File: config.mk
export PLATFORM = sky130hd
export DESIGN_NAME = sw_pwm_gen
export DESIGN_NICKNAME = d
export VERILOG_FILES = /design/src/rtl/sw_pwm_pkg.sv /design/src/rtl/sw_pwm_chan.sv /design/src/rtl/sw_pwm_gen.sv
export SDC_FILE = /design/constraint.sdc
export NUM_CORES = 1
export LEC_CHECK = 0
export ABC_AREA = 1
export BUFFER_PORTS_ARGS = -buffer_cell sky130_fd_sc_hd__buf_2
export CORE_MARGIN = 1.5
export CORE_UTILIZATION = 40
export CTS_BUF_LIST = sky130_fd_sc_hd__clkbuf_2
export DETAILED_ROUTE_END_ITERATION = 8
export PLACE_DENSITY = 0.54
export SETUP_SLACK_MARGIN = 0.05
export SLEW_MARGIN = 5
export SYNTH_ARGS = -nofsm -noshare
export SYNTH_HDL_FRONTEND = slang
export SYNTH_SLANG_ARGS = --single-unit
export TNS_END_PERCENT = 50
File: constraint.sdc
create_clock -name sysclk -period 2.6 [get_ports sysclk]
set_input_delay 0.52 -clock sysclk [delete_from_list [all_inputs] [get_ports sysclk]]
set_output_delay 0.52 -clock sysclk [all_outputs]
set_load 0.1 [all_outputs]
File: src/rtl/sw_pwm_pkg.sv
// sw_pwm_pkg: mode-state encoding and parameter defaults shared by the sw_pwm_gen slice
package sw_pwm_pkg;
  typedef enum logic [1:0] {MANUAL, RAMP_UP, RAMP_DOWN} mode_t;
  localparam int DEF_CHANNELS = 2;
  localparam int DEF_SW_W = 4;
  localparam int DEF_DIV = 1;
  localparam int DEF_RAMP_PERIODS = 1;
endpackage

File: src/rtl/sw_pwm_chan.sv
// sw_pwm_chan: per-channel manual duty, boundary-latched effective duty and PWM comparator
module sw_pwm_chan
  import sw_pwm_pkg::*;
#(
  parameter int SW_W = DEF_SW_W
)(
  input  logic            sysclk,
  input  logic            rst_n,
  input  logic            load,
  input  logic            wr_en,
  input  logic            use_ramp,
  input  logic [SW_W-1:0] sw,
  input  logic [SW_W-1:0] ramp,
  input  logic [SW_W-1:0] cnt,
  output logic            out
);
  logic [SW_W-1:0] man_duty, eff_duty;
  // eff_duty reads the pre-write man_duty, so a same-cycle write lands one period later
  always_ff @(posedge sysclk or negedge rst_n)
    if (!rst_n) begin
      man_duty <= '0;
      eff_duty <= '0;
      out <= 1'b0;
    end else begin
      if (wr_en) man_duty <= sw;
      if (load) eff_duty <= use_ramp ? ramp : man_duty;
      out <= cnt < eff_duty;
    end
endmodule

File: src/rtl/sw_pwm_gen.sv
// sw_pwm_gen: switch-loaded multi-channel PWM with triangle auto-ramp;
// define SW_PWM_GEN_SYNC_EN to add two-flop synchronizers on sw/chan_sel/write/auto
module sw_pwm_gen
  import sw_pwm_pkg::*;
#(
  parameter int CHANNELS = DEF_CHANNELS,
  parameter int SW_W = DEF_SW_W,
  parameter int DIV = DEF_DIV,
  parameter int RAMP_PERIODS = DEF_RAMP_PERIODS,
  localparam int CW = CHANNELS > 1 ? $clog2(CHANNELS) : 1
)(
  input  logic                sysclk,
  input  logic                rst_n,
  input  logic [SW_W-1:0]     sw,
  input  logic [CW-1:0]       chan_sel,
  input  logic                write,
  input  logic                auto,
  output logic [CHANNELS-1:0] out,
  output logic                auto_active
);
  localparam int DW = DIV > 1 ? $clog2(DIV) : 1;
  localparam logic [SW_W-1:0] TOP = SW_W'((1 << SW_W) - 2);
  localparam logic [SW_W-1:0] FULL = '1;
  logic [SW_W-1:0] sw_s;
  logic [CW-1:0] sel_s;
  logic wr_s, auto_s;
`ifdef SW_PWM_GEN_SYNC_EN
  logic [SW_W+CW+1:0] s1, s2;
  always_ff @(posedge sysclk or negedge rst_n)
    if (!rst_n) begin
      s1 <= '0;
      s2 <= '0;
    end else begin
      s1 <= {sw, chan_sel, write, auto};
      s2 <= s1;
    end
  assign {sw_s, sel_s, wr_s, auto_s} = s2;
`else
  assign {sw_s, sel_s, wr_s, auto_s} = {sw, chan_sel, write, auto};
`endif
  logic [DW-1:0] div;
  logic [SW_W-1:0] cnt, ramp, ramp_nx;
  logic [7:0] rp;
  logic tick, bnd, rise, rp_last, wr_d;
  mode_t mode;
  assign tick = div == DW'(DIV - 1);
  assign bnd = tick && cnt == TOP;
  assign rise = wr_s && !wr_d;
  assign rp_last = rp == 8'(RAMP_PERIODS - 1);
  always_comb
    ramp_nx = mode == MANUAL ? '0 : !rp_last ? ramp : mode == RAMP_UP ? ramp + 1'b1 : ramp - 1'b1;
  always_ff @(posedge sysclk or negedge rst_n)
    if (!rst_n) begin
      div <= '0;
      cnt <= '0;
      wr_d <= 1'b0;
    end else begin
      div <= tick ? '0 : div + 1'b1;
      cnt <= !tick ? cnt : bnd ? '0 : cnt + 1'b1;
      wr_d <= wr_s;
    end
  always_ff @(posedge sysclk or negedge rst_n)
    if (!rst_n) begin
      mode <= MANUAL;
      ramp <= '0;
      rp <= '0;
      auto_active <= 1'b0;
    end else if (bnd) begin
      if (!auto_s) begin
        mode <= MANUAL;
        ramp <= '0;
        rp <= '0;
        auto_active <= 1'b0;
      end else begin
        ramp <= ramp_nx;
        rp <= (mode == MANUAL || rp_last) ? '0 : rp + 1'b1;
        auto_active <= 1'b1;
        mode <= mode == MANUAL ? RAMP_UP : ramp_nx == FULL ? RAMP_DOWN : ramp_nx == '0 ? RAMP_UP : mode;
      end
    end
  for (genvar i = 0; i < CHANNELS; i++) begin : g_ch
    sw_pwm_chan #(.SW_W(SW_W)) u_ch (
      .sysclk(sysclk),
      .rst_n(rst_n),
      .load(bnd),
      .wr_en(rise && sel_s == CW'(i)),
      .use_ramp(auto_s),
      .sw(sw_s),
      .ramp(ramp_nx),
      .cnt(cnt),
      .out(out[i])
    );
  end
endmodule

Word-level counts from Yosys, hierarchy flattened. Cells that the tools add are included.

Output and inout port bits: 3. Logic and storage cells: 51. Register bits: 39. Bits of input ports: 9.

Equal/unequal tests: 4. Muxes and demuxes: 15. Bitwise gates (word level): 2. Magnitude comparators: 2. Reductions and logical operators: 10. Add/sub/neg operators: 5.

Operators by type and width (number): 4-bit two-way mux (7); 8-bit two-way mux (2); 4-bit by 1-bit adder with 4-bit output, second input constant (2); 8-bit by 1-bit adder with 8-bit output, second input constant (1); 4-bit equality test, second input constant (2); 8-bit logical NOT (1); 4-bit < comparator (2); 2-bit two-way mux (4); 1-bit logical AND (4); 4-bit logical NOT (1); 4-bit by 1-bit inequality test with 1-bit output, second input constant (1); 4-bit by 1-bit subtractor with 4-bit output, second input constant (1); 2-bit by 1-bit equality test with 1-bit output, second input constant (1); 2-bit logical NOT (1); 1-bit two-way mux (2); 1-bit inverter (2); 2-bit AND reduction (1); 1-bit adder, second input constant (1); 1-bit logical NOT (1); 1-bit logical OR (1).

Logic depth before layout (Yosys ltp).
Depth in word-level cells: 9. Gate-level depth with buffers: 15.

By module. Synthesis repeated with hierarchy kept, for this count alone.

Cell total of the unflattened synthesis: 239. Area, all modules: 2054.5 sq um.

By module, submodules not included: sw_pwm_gen (instances 1, area an instance 1206.2 sq um, cells each 155); sw_pwm_chan (instances 2, area an instance 424.2 sq um, cells each 42).

Worst setup path after synthesis. OpenSTA, ideal clock, no wires.

Path kind: register to register. From: register mode[0]. To: register mode[0]. Stages on the path, launching flop included: 14. Setup slack: 0.775 ns. Path buffers: 0. Library setup time: 0.117 ns. Arrival: 1.708 ns. Required time: 2.483 ns. Period minus slack after synthesis: 1.825 ns. Cell sequence: dfrtp_1 -> nand2_1 -> inv_1 -> fa_1 -> xnor2_1 -> nand2_2 -> nand2_2 -> nand2_2 -> nor2_4 -> nand2_2 -> nand3_2 -> nand2_2 -> nand2_1 -> nand2_1.

Word-level cells in the longest chain between the ends: 8. Elaborated cells between the ends (all ways): 12. Those cells by class: 3 x eq/ne; 6 x mux; 3 x reduce/logical.

RTL lines: start: declaration (RTL line sw_pwm_gen.sv:45) `mode_t mode;`; start signal: assignment (RTL line sw_pwm_gen.sv:78) `mode <= mode == MANUAL ? RAMP_UP : ramp_nx == FULL ? RAMP_DOWN : ramp_nx == '0 ? RAMP_UP : mode;`; 2-bit by 1-bit equality test with 1-bit output (RTL line sw_pwm_gen.sv:51) `ramp_nx = mode == MANUAL ? '0 : !rp_last ? ramp : mode == RAMP_UP ? ramp + 1'b1 : ramp - 1'b1;`; 4-bit two-way mux (3 in a row) (RTL line sw_pwm_gen.sv:51); 4-bit equality test (RTL line sw_pwm_gen.sv:78); 2-bit two-way mux (2 in a row) (RTL line sw_pwm_gen.sv:78); 2-bit two-way mux (RTL line sw_pwm_gen.sv:69) `if (!auto_s) begin`.

Parallel ways exist; a longest one is shown, timed or not. A chain may end at the register's enable or synchronous reset.

Final worst setup path. Same ends and word-level chain as after synthesis.

==> impl_metrics.tcl <==
set metrics [dict create \
    die-area_um2 5570 \
    ctsResizeCount 0 \
    post_synth.cell_area_avg_um2 8.93 \
    final_cells 311 \
    layout-drive-gt1-share_pct 17.6 \
    grt_pass1_vias 1402 \
    grt_max_degree 39 \
    routed_wl_mm 3.75 \
    syn_area_um2 2050 \
    post_cts_buffers 0 \
    worst_setup_path_end_kind "flip-flop" \
    io_buffers 11 \
    cap_viol_max_count 0 \
    ys_seq_area_share_pct 46.3 \
    syn2layout_area_growth_pct 8.71 \
    cts_sinks 38 \
    drcViolationCount 0 \
    core_um2 4850 \
    cts_inserted_buffers 5 \
    via_per_inst 4.81 \
    fin_crit_ps 1980 \
    yosys_warnings 0 \
    r2r_start "mode[0]" \
    antenna_found_initial 0 \
    place_congestion 0.741 \
    netlist_instances 230 \
    timing.fmax_ghz 0.506 \
    hold_class "in2async" \
    hold_buffers 0 \
    place_area_um2 2170 \
    start_util_pct 42.4 \
    overflow 0 \
    dr.pass1.iters 4 \
    ir_drop_mv 0.313 \
    p_per_area_nw_per_um2 573 \
    tns_ps 0 \
    reg2regPathDepth 13 \
    yosys-top-cells-area "dfrtp_1 46%, nand2_1 6.9%, inv_1 6.4%, ha_1 6.1%, nand3_1 4.9%" \
    dp.cells 304 \
    clock_path_buffers 2 \
    die_w_um 74.7 \
    setup_ws_ps 624 \
    status "complete, no violations" \
    place_ws_ps 635 \
    final-max-slew-violation-count 0 \
    nets 264 \
    critical_path_class "reg2reg" \
    synth_top_cell_area_share_pct 46.3 \
    r2r_slack_ps 620 \
    skew_ps 7.11 \
    fin_crit_sh_pct 76.0 \
    final_area_um2 2230 \
    diodes 0 \
    rsz0062_at_grt "no" \
    synth_area_leader_cell "dfrtp_1" \
    final_core_util_pct 46.1 \
    cp-start-kind "flip-flop" \
    ctsHtreeMaxLevel 2 \
    hpwlAfterDp_mm 2.69 \
    cts_tree "done" \
    worstPathRequired_ps 2900 \
    setup_viol 0 \
    wl_per_cell_um 12.1 \
    worstMarginPinSlew_ps 865 \
    ant_nets 0 \
    drtIter0Drc 59 \
    cts-root-buf "clkbuf_2" \
    ys_ff_latch 38 \
    clk_pin_slew_ps 190 \
    io_pins 12 \
    hold_viol 0 \
    placementRows 25 \
    grt_usage_pct 15.9 \
    max_slew_margin_pct 42.3 \
    crit_fanout 5 \
    worstPathArrival_ps 2280 \
    die_height_um 74.7 \
    clock_latency_ps 390 \
    leakage_nw 1.07 \
    synth_nets 250 \
    grt_pass1_wl_mm 6.60 \
    dr_total_vias 1495 \
    regToRegEndpoint "mode[0]" \
    synth_cell_type_count 31 \
]
==> registers in the layout, indices dropped and copies added (netlist names) <==
| register | count |
|---|---|
| mode | 2 |
| rp | 8 |
| g_ch.u_ch.eff_duty | 8 |
| ramp | 4 |
| auto_active | 1 |
| g_ch.u_ch.out | 2 |
| cnt | 4 |
| wr_d | 1 |
| g_ch.u_ch.man_duty | 8 |
==> cells in the mapped netlist <==
library cell,count
nor2_8,1
nand3_1,20
nor2_1,8
o211ai_1,6
nor3_2,2
o21ai_0,14
nand3_4,1
inv_2,2
o32ai_2,1
xnor2_1,2
xor2_1,4
a31oi_1,1
inv_1,35
nand4_1,3
a21o_1,2
nand3b_1,1
o21ai_2,1
nor2_4,3
o21a_1,2
fa_1,1
nand2_2,8
nand2_1,38
buf_4,2
dfrtp_1,38
nor2_2,4
a21oi_1,9
or2_2,1
nand3_2,1
clkbuf_1,3
ha_1,10
o22ai_1,6
==> kinds of logic (layout without fill, tap and decap cells) <==
logic type / Yosys count / after routing / synth area share, %
adders and majority gates: 11 / 11 / 7.06
buffers and inverters: 42 / 56 / 8.04
xor gates and xnor gates: 6 / 6 / 2.56
DFF: 38 / 38 / 46.3
AOI/OAI and AO/OA: 42 / 42 / 12.6
and+or+nand+nor: 91 / 91 / 23.4
==> how the worst max path moves through the flow <==
stage	start	to	slack, ps	cells after the start
finish	mode[0]	mode[0]	620	13
global route	mode[0]	mode[0]	400	13
CTS	mode[0]	mode[0]	610	13
detailed placement	mode[0]	mode[0]	630	13
global placement	mode[1]	mode[0]	670	15
floorplan	mode[0]	mode[0]	770	13
==> placed cells by master (no fill, tap or decap), drive strengths merged, types with 2 or more instances in the layout <==
master	n
a21oi	9
o21a	2
o21ai	15
o22ai	6
inv	37
dfrtp	38
ha	10
nand4	3
nor3	2
a21o	2
clkbuf	5
xnor2	2
o211ai	6
nand3	22
nor2	16
nand2	46
xor2	4
buf	12
==> worst max-delay path, cell delays in order, from the launching register on <==
cell and delay (ps):
dfrtp_1 460, nand2_1 170, inv_1 70, fa_1 370, xnor2_1 180, nand2_2 70
nand2_2 80, nand2_2 70, nor2_4 120, nand2_2 60, nand3_2 80, nand2_2 50
nand2_1 60, nand2_1 50
==> area by class of cell <==
class / count / area [um^2]
Fill cell: 484 / 2620
Sequential cell: 38 / 951
Multi-Input combinational cell: 150 / 938
Inverter: 37 / 139
Tap cell: 67 / 83.8
Timing Repair Buffer: 12 / 62.6
Clock inverter: 2 / 33.8
Clock buffer: 5 / 25.0
==> through the flow <==
step	total power, mW	hold slack [ps]
2_1_floorplan	0.895	224
3_3_place_gp	0.939	467
3_5_place_dp	0.943	470
4_1_cts	1.30	222
5_1_grt	1.36	194
6_report	1.28	213
==> power by group <==
part           total [mW]  switching (mW)  internal, mW
Clock               0.352           0.197         0.155
Sequential          0.669          0.0251         0.644
Combinational       0.259           0.181        0.0781
Total                1.28           0.403         0.877
==> layer usage <==
| layer | share of wire [%] | track usage (%) | up-vias |
|---|---|---|---|
| li1 | - | - | 784 |
| met1 | 53 | 23.1 | 687 |
| met2 | 42 | 22.7 | 18 |
| met3 | 2.8 | 4.02 | 6 |
| met4 | 1.7 | 6.06 | 0 |
| met5 | 0 | 0 | - |
(Power assumes the default switching activity.)
